==> config.mk <==
export PLATFORM = sky130hd
export DESIGN_NAME = carregador_instrucoes
export DESIGN_NICKNAME = d
export VERILOG_FILES = /design/src/rtl/carregador_instrucoes.sv
export SDC_FILE = /design/constraint.sdc
export NUM_CORES = 1
export LEC_CHECK = 0
export ABC_AREA = 1
export CORE_ASPECT_RATIO = 1.2
export CORE_MARGIN = 2
export CORE_UTILIZATION = 50
export CTS_CLUSTER_DIAMETER = 50
export DETAILED_ROUTE_END_ITERATION = 16
export PLACE_DENSITY = 0.76
export SLEW_MARGIN = 25
export SYNTH_ARGS = -nofsm -noshare
export SYNTH_HDL_FRONTEND = slang
export SYNTH_SLANG_ARGS = --single-unit
==> constraint.sdc <==
create_clock -name clock -period 2.8 [get_ports clock]
set_clock_uncertainty 0.15 [all_clocks]
set_input_delay 0.56 -clock clock [delete_from_list [all_inputs] [get_ports clock]]
set_output_delay 0.56 -clock clock [all_outputs]
set_load 0.05 [all_outputs]
==> src/rtl/carregador_instrucoes.sv <==
// carregador_instrucoes
// ---------------------------------------------------------------------------
// Instruction-memory boot loader. It accepts a program image as a byte stream
// over a valid/ready handshake, packs every four bytes (MSB first) into a
// 32-bit instruction word and writes the words to consecutive instruction
// memory addresses starting at BASE_ADDR. The CPU is held (busy) until the
// whole image has been received and its trailing checksum byte verified.
//
// Stream layout: N[15:8], N[7:0], 4*N data bytes, checksum byte
//                (checksum = sum of the data bytes mod 256).
//
// Parameters:
//   BASE_ADDR   address of the first instruction word written
//   MAX_WORDS   largest accepted word count N
//
// Ports:
//   clock       single clock, rising edge
//   reset       synchronous, active-high
//   start       one-cycle pulse, starts a load from IDLE, DONE or ERROR
//   byte_in     stream byte
//   byte_valid  byte_in carries a valid byte
//   byte_ready  loader takes a byte this cycle
//   mem_we      instruction-memory write enable (one cycle per word)
//   mem_addr    instruction-memory write address
//   mem_data    assembled instruction word
//   word_count  words written during the current load
//   busy        load in progress
//   done        sticky, image loaded and checksum correct
//   error       sticky, bad length or checksum mismatch
// ---------------------------------------------------------------------------
module carregador_instrucoes #(
  parameter logic [31:0] BASE_ADDR = 32'd1,
  parameter int          MAX_WORDS = 150
) (
  input  logic        clock,
  input  logic        reset,
  input  logic        start,
  input  logic [7:0]  byte_in,
  input  logic        byte_valid,
  output logic        byte_ready,
  output logic        mem_we,
  output logic [31:0] mem_addr,
  output logic [31:0] mem_data,
  output logic [15:0] word_count,
  output logic        busy,
  output logic        done,
  output logic        error
);

  localparam logic [15:0] MAX_N = 16'(MAX_WORDS);

  typedef enum logic [2:0] {
    S_IDLE,
    S_LEN_HI,
    S_LEN_LO,
    S_DATA,
    S_WRITE,
    S_CHECK,
    S_DONE,
    S_ERROR
  } state_t;

  state_t      state_q, state_d;
  logic [15:0] len_q, len_d;
  logic [31:0] word_q, word_d;
  logic [1:0]  byte_idx_q, byte_idx_d;
  logic [7:0]  csum_q, csum_d;
  logic [15:0] word_count_q, word_count_d;
  logic [31:0] mem_addr_q, mem_addr_d;
  logic [31:0] mem_data_q, mem_data_d;
  logic        done_q, done_d;
  logic        error_q, error_d;

  logic        xfer;
  logic [15:0] len_new;
  logic [31:0] word_new;
  logic [15:0] count_inc;

  // Handshake and status outputs depend only on the current state, so they
  // are glitch-free and never combinationally loop back through byte_valid.
  always_comb begin
    byte_ready = (state_q == S_LEN_HI) || (state_q == S_LEN_LO) ||
                 (state_q == S_DATA)   || (state_q == S_CHECK);
    busy       = byte_ready || (state_q == S_WRITE);
    mem_we     = (state_q == S_WRITE);
  end

  assign mem_addr   = mem_addr_q;
  assign mem_data   = mem_data_q;
  assign word_count = word_count_q;
  assign done       = done_q;
  assign error      = error_q;

  assign xfer      = byte_valid && byte_ready;
  assign len_new   = {len_q[15:8], byte_in};
  assign word_new  = {word_q[23:0], byte_in};
  assign count_inc = word_count_q + 16'd1;

  // Next-state logic. The write address and data registers are loaded when
  // the fourth byte of a word arrives, so they are already stable during the
  // WRITE cycle and simply keep the last written values afterwards.
  always_comb begin
    state_d      = state_q;
    len_d        = len_q;
    word_d       = word_q;
    byte_idx_d   = byte_idx_q;
    csum_d       = csum_q;
    word_count_d = word_count_q;
    mem_addr_d   = mem_addr_q;
    mem_data_d   = mem_data_q;
    done_d       = done_q;
    error_d      = error_q;

    case (state_q)
      S_IDLE, S_DONE, S_ERROR: begin
        if (start) begin
          state_d      = S_LEN_HI;
          done_d       = 1'b0;
          error_d      = 1'b0;
          word_count_d = 16'd0;
          csum_d       = 8'd0;
          byte_idx_d   = 2'd0;
        end
      end

      S_LEN_HI: begin
        if (xfer) begin
          len_d   = {byte_in, len_q[7:0]};
          state_d = S_LEN_LO;
        end
      end

      S_LEN_LO: begin
        if (xfer) begin
          len_d = len_new;
          if ((len_new == 16'd0) || (len_new > MAX_N)) begin
            state_d = S_ERROR;
            error_d = 1'b1;
          end else begin
            state_d = S_DATA;
          end
        end
      end

      S_DATA: begin
        if (xfer) begin
          word_d     = word_new;
          csum_d     = csum_q + byte_in;
          byte_idx_d = byte_idx_q + 2'd1;
          if (byte_idx_q == 2'd3) begin
            state_d    = S_WRITE;
            mem_addr_d = BASE_ADDR + {16'd0, word_count_q};
            mem_data_d = word_new;
          end
        end
      end

      S_WRITE: begin
        word_count_d = count_inc;
        if (count_inc == len_q) begin
          state_d = S_CHECK;
        end else begin
          state_d = S_DATA;
        end
      end

      S_CHECK: begin
        if (xfer) begin
          if (byte_in == csum_q) begin
            state_d = S_DONE;
            done_d  = 1'b1;
          end else begin
            state_d = S_ERROR;
            error_d = 1'b1;
          end
        end
      end

      default: begin
        state_d = S_IDLE;
      end
    endcase
  end

  // State register; reset takes priority over any start or byte transfer.
  always_ff @(posedge clock) begin
    if (reset) begin
      state_q      <= S_IDLE;
      len_q        <= 16'd0;
      word_q       <= 32'd0;
      byte_idx_q   <= 2'd0;
      csum_q       <= 8'd0;
      word_count_q <= 16'd0;
      mem_addr_q   <= 32'd0;
      mem_data_q   <= 32'd0;
      done_q       <= 1'b0;
      error_q      <= 1'b0;
    end else begin
      state_q      <= state_d;
      len_q        <= len_d;
      word_q       <= word_d;
      byte_idx_q   <= byte_idx_d;
      csum_q       <= csum_d;
      word_count_q <= word_count_d;
      mem_addr_q   <= mem_addr_d;
      mem_data_q   <= mem_data_d;
      done_q       <= done_d;
      error_q      <= error_d;
    end
  end

endmodule

==> flow_metrics.env <==
export IMPL_cts_tree="done"
export IMPL_area_growth_pct=28.2
export IMPL_fin_nets=891
export IMPL_ys_warn_count=0
export IMPL_grtUsageTotal_pct=25.6
export IMPL_drive_above_1_share_pct=8.62
export IMPL_nFillCells=974
export IMPL_synth_cell_types=32
export IMPL_switching_share_pct=32.4
export IMPL_die_h_um=120
export IMPL_wl_per_cell_um=14.6
export IMPL_dpl_worst_slack_ns=-0.00538
export IMPL_yosys_area_top_type="dfxtp_1"
export IMPL_async_reset_ff_share_pct=0
export IMPL_final_util_pct=65.2
export IMPL_hold_viol=0
export IMPL_min_period_ns=2.60
export IMPL_leakage_nw=2.84
export IMPL_finalMaxSlewViolations=0
export IMPL_synth_area_sq_um=5560
export IMPL_power_total_mw=5.27
export IMPL_setup_ws_ns=0.204
export IMPL_vias=5427
export IMPL_cts_buffers=17
export IMPL_postLayoutCellArea_sq_um=7130
export IMPL_grt_pass1_vias=5047
export IMPL_dp_final_hpwl_um=10200
export IMPL_grt_remaining_overflow=0
export IMPL_antenna_found_initial=0
export IMPL_cp_end_kind="primary output"
export IMPL_synth_main_ff_cell="dfxtp_1"
export IMPL_htree_levels=4
export IMPL_path_max_fanout=7
export IMPL_io_buffers=81
export IMPL_dieArea_sq_um=12000
export IMPL_die_w_um=100
export IMPL_hold_path_class="flop to flop"
export IMPL_firstDrtPassIters=7
export IMPL_core_area_sq_um=10900
export IMPL_rsz0062_at_grt="no"
export IMPL_synth_area_leaders="dfxtp_1, nand2_1, a21oi_1"
export IMPL_worstMarginPinSlew_ns=0.596
export IMPL_pwr_share_comb_pct=20.9
export IMPL_power_density_nw_per_um2=739
export IMPL_seqPwrFrac_pct=37.3
export IMPL_p_clk_share_pct=41.8
export IMPL_finalCritPeriodShare_pct=92.7
export IMPL_hold_slack_ns=0.305
export IMPL_start_kind="flop"
export IMPL_critPathRequiredTime_ns=2.09
export IMPL_start_util_pct=50.9
export IMPL_synth_top_area_share_pct=43.2
export IMPL_setup_viol=0
export IMPL_finalWirelength_um=14800
export IMPL_place_congestion=0.927
export IMPL_synthesis_instances=783
export IMPL_peakVddDrop_mv=0.728
export IMPL_syn_area_per_cell_sq_um=7.10
export IMPL_io_pins=97
export IMPL_drtIter0Drc=378
export IMPL_vias_per_cell=5.35
export IMPL_cts_hold_buf=0
export IMPL_clkTransAtPathRegs_ns=0.06
export IMPL_p_switching_mw=1.70
export IMPL_drc=0
export IMPL_drtAntennaViolNets=0
export IMPL_dpl_cell_area_sq_um=6530
export IMPL_critPathArrivalTime_ns=1.89
export IMPL_ys_ff_latch=120
export IMPL_grt_pass1_wl_um=24500
export IMPL_path_class="flop to primary output"
export IMPL_outcome="finished, final reports clean"
export IMPL_rows=42
export IMPL_grt_max_degree=51
export IMPL_max_freq_mhz=385
export IMPL_worstSkewPairLatency_ns=0.41
export IMPL_n_antenna_cell=0
export IMPL_cts_max_path_buffers=2
export IMPL_cell_internal_pwr_mw=3.56
export IMPL_synth_edff_count=0
export IMPL_relSlewSlack_pct=60.2
export IMPL_ys_seq_area_share_pct=43.2
export IMPL_clock_sinks=120
export IMPL_maxCapViolCount=0
export IMPL_cts_root_buf="clkbuf_16"
[cell families (layout without fill, tap and decap cells)]
group                    Yosys count  in the layout  synth area share, %
AND/OR/NAND/NOR                  328            328                 25.6
AO/OA/AOI/OAI                    196            196                 18.6
buffers and inverters            125            210                 9.74
flip-flops                       120            120                 43.2
adder cells (fa/ha/maj)           10             10                 2.38
XOR/XNOR                           3              3                0.472
other                              1             15               0.0674
[synthesized netlist by cell type (all sizes together), types with 4 or more instances]
| master | number |
|---|---|
| clkbuf | 19 |
| nor2 | 109 |
| nor3 | 4 |
| ha | 9 |
| nand2 | 156 |
| o21ai | 85 |
| a31oi | 5 |
| inv | 78 |
| nand3b | 5 |
| a211oi | 13 |
| buf | 28 |
| nand3 | 42 |
| nand4 | 8 |
| a21oi | 91 |
| nor4 | 4 |
| dfxtp | 120 |
[power groups by stage]
stage | clock (mW) | combinational [mW] | sequential (mW)
3_5_place_dp | 0 | 1.09 | 2.00
3_3_place_gp | 0 | 1.07 | 1.99
5_1_grt | 2.32 | 1.22 | 1.98
6_report | 2.20 | 1.10 | 1.96
4_1_cts | 2.22 | 1.09 | 1.96
2_1_floorplan | 0 | 0.796 | 1.98
[registers in the layout, summed over array words and instances, names as in the netlist, 2 cells and up]
register and cells:
mem_data 32, mem_addr 17, csum_q 8, len_q 16
word_count 16, word_q 24, state_q 3, byte_idx_q 2
[per-stage QoR]
stage | std cells | setup TNS [ns]
floorplan | 797 | 0
global placement | 982 | 0
detailed placement | 982 | -0.00538
CTS | 1014 | 0
global route | 1014 | 0
finish | 1014 | 0
[worst paths after layout]
path / startpoint / endpoint / slack [ns] / cells past startpoint
min reg2reg: word_q[21] / word_q[21] / 0.30 / 2
max reg2reg: word_count[1] / state_q[1] / 0.43 / 16
max: state_q[0] / byte_ready / 0.20 / 5
min: word_q[21] / word_q[21] / 0.30 / 2
[worst max-delay path, cell delays in order, from the launching register on]
cell           delay, ns
dfxtp_1             0.45
inv_1               0.16
nor2_1              0.16
nor2_1              0.06
inv_1               0.10
dlygate4sd2_1       0.54
[layout make-up]
class | count | area, sq um | share of cell area, %
timing repair buffer | 100 | 997 | 14.0
sequential | 120 | 2400 | 33.7
clock buffer | 18 | 439 | 6.16
tap | 132 | 165 | 2.32
multi-input combinational | 552 | 2670 | 37.5
inverter | 78 | 293 | 4.11
clock inverter | 14 | 161 | 2.26
[repair_timing]
action	4_1_cts	5_1_grt
hold endpoints to repair	0	0
setup buffers	0	0
gates resized for setup	1	0
endpoints found under the setup margin	1	0
[placed cells by master (no fill, tap or decap), drive strengths merged]
| master | instances |
|---|---|
| xnor2 | 1 |
| dlygate4sd2 | 1 |
| nor3 | 4 |
| nand3 | 42 |
| nor4 | 4 |
| buf | 21 |
| clkdlybuf4s50 | 78 |
| ha | 9 |
| a211oi | 13 |
| dfxtp | 120 |
| o211ai | 1 |
| clkinv | 3 |
| conb | 15 |
| o21bai | 1 |
| clkbuf | 18 |
| nor2 | 109 |
| inv | 85 |
| bufinv | 2 |
| clkinvlp | 2 |
| a31oi | 5 |
| nand3b | 5 |
| fa | 1 |
| nand2 | 156 |
| a21oi | 91 |
| xor2 | 2 |
| nand4 | 8 |
| o21ai | 85 |
[per-layer routing]
metal / GRT usage [%] / share of wire [%]
met1: 32.7 / 43
met2: 42.7 / 50
met3: 5.30 / 4.6
met4: 9.16 / 2.0
met5: 0 / 0
Power figures use the tool's default switching activity.
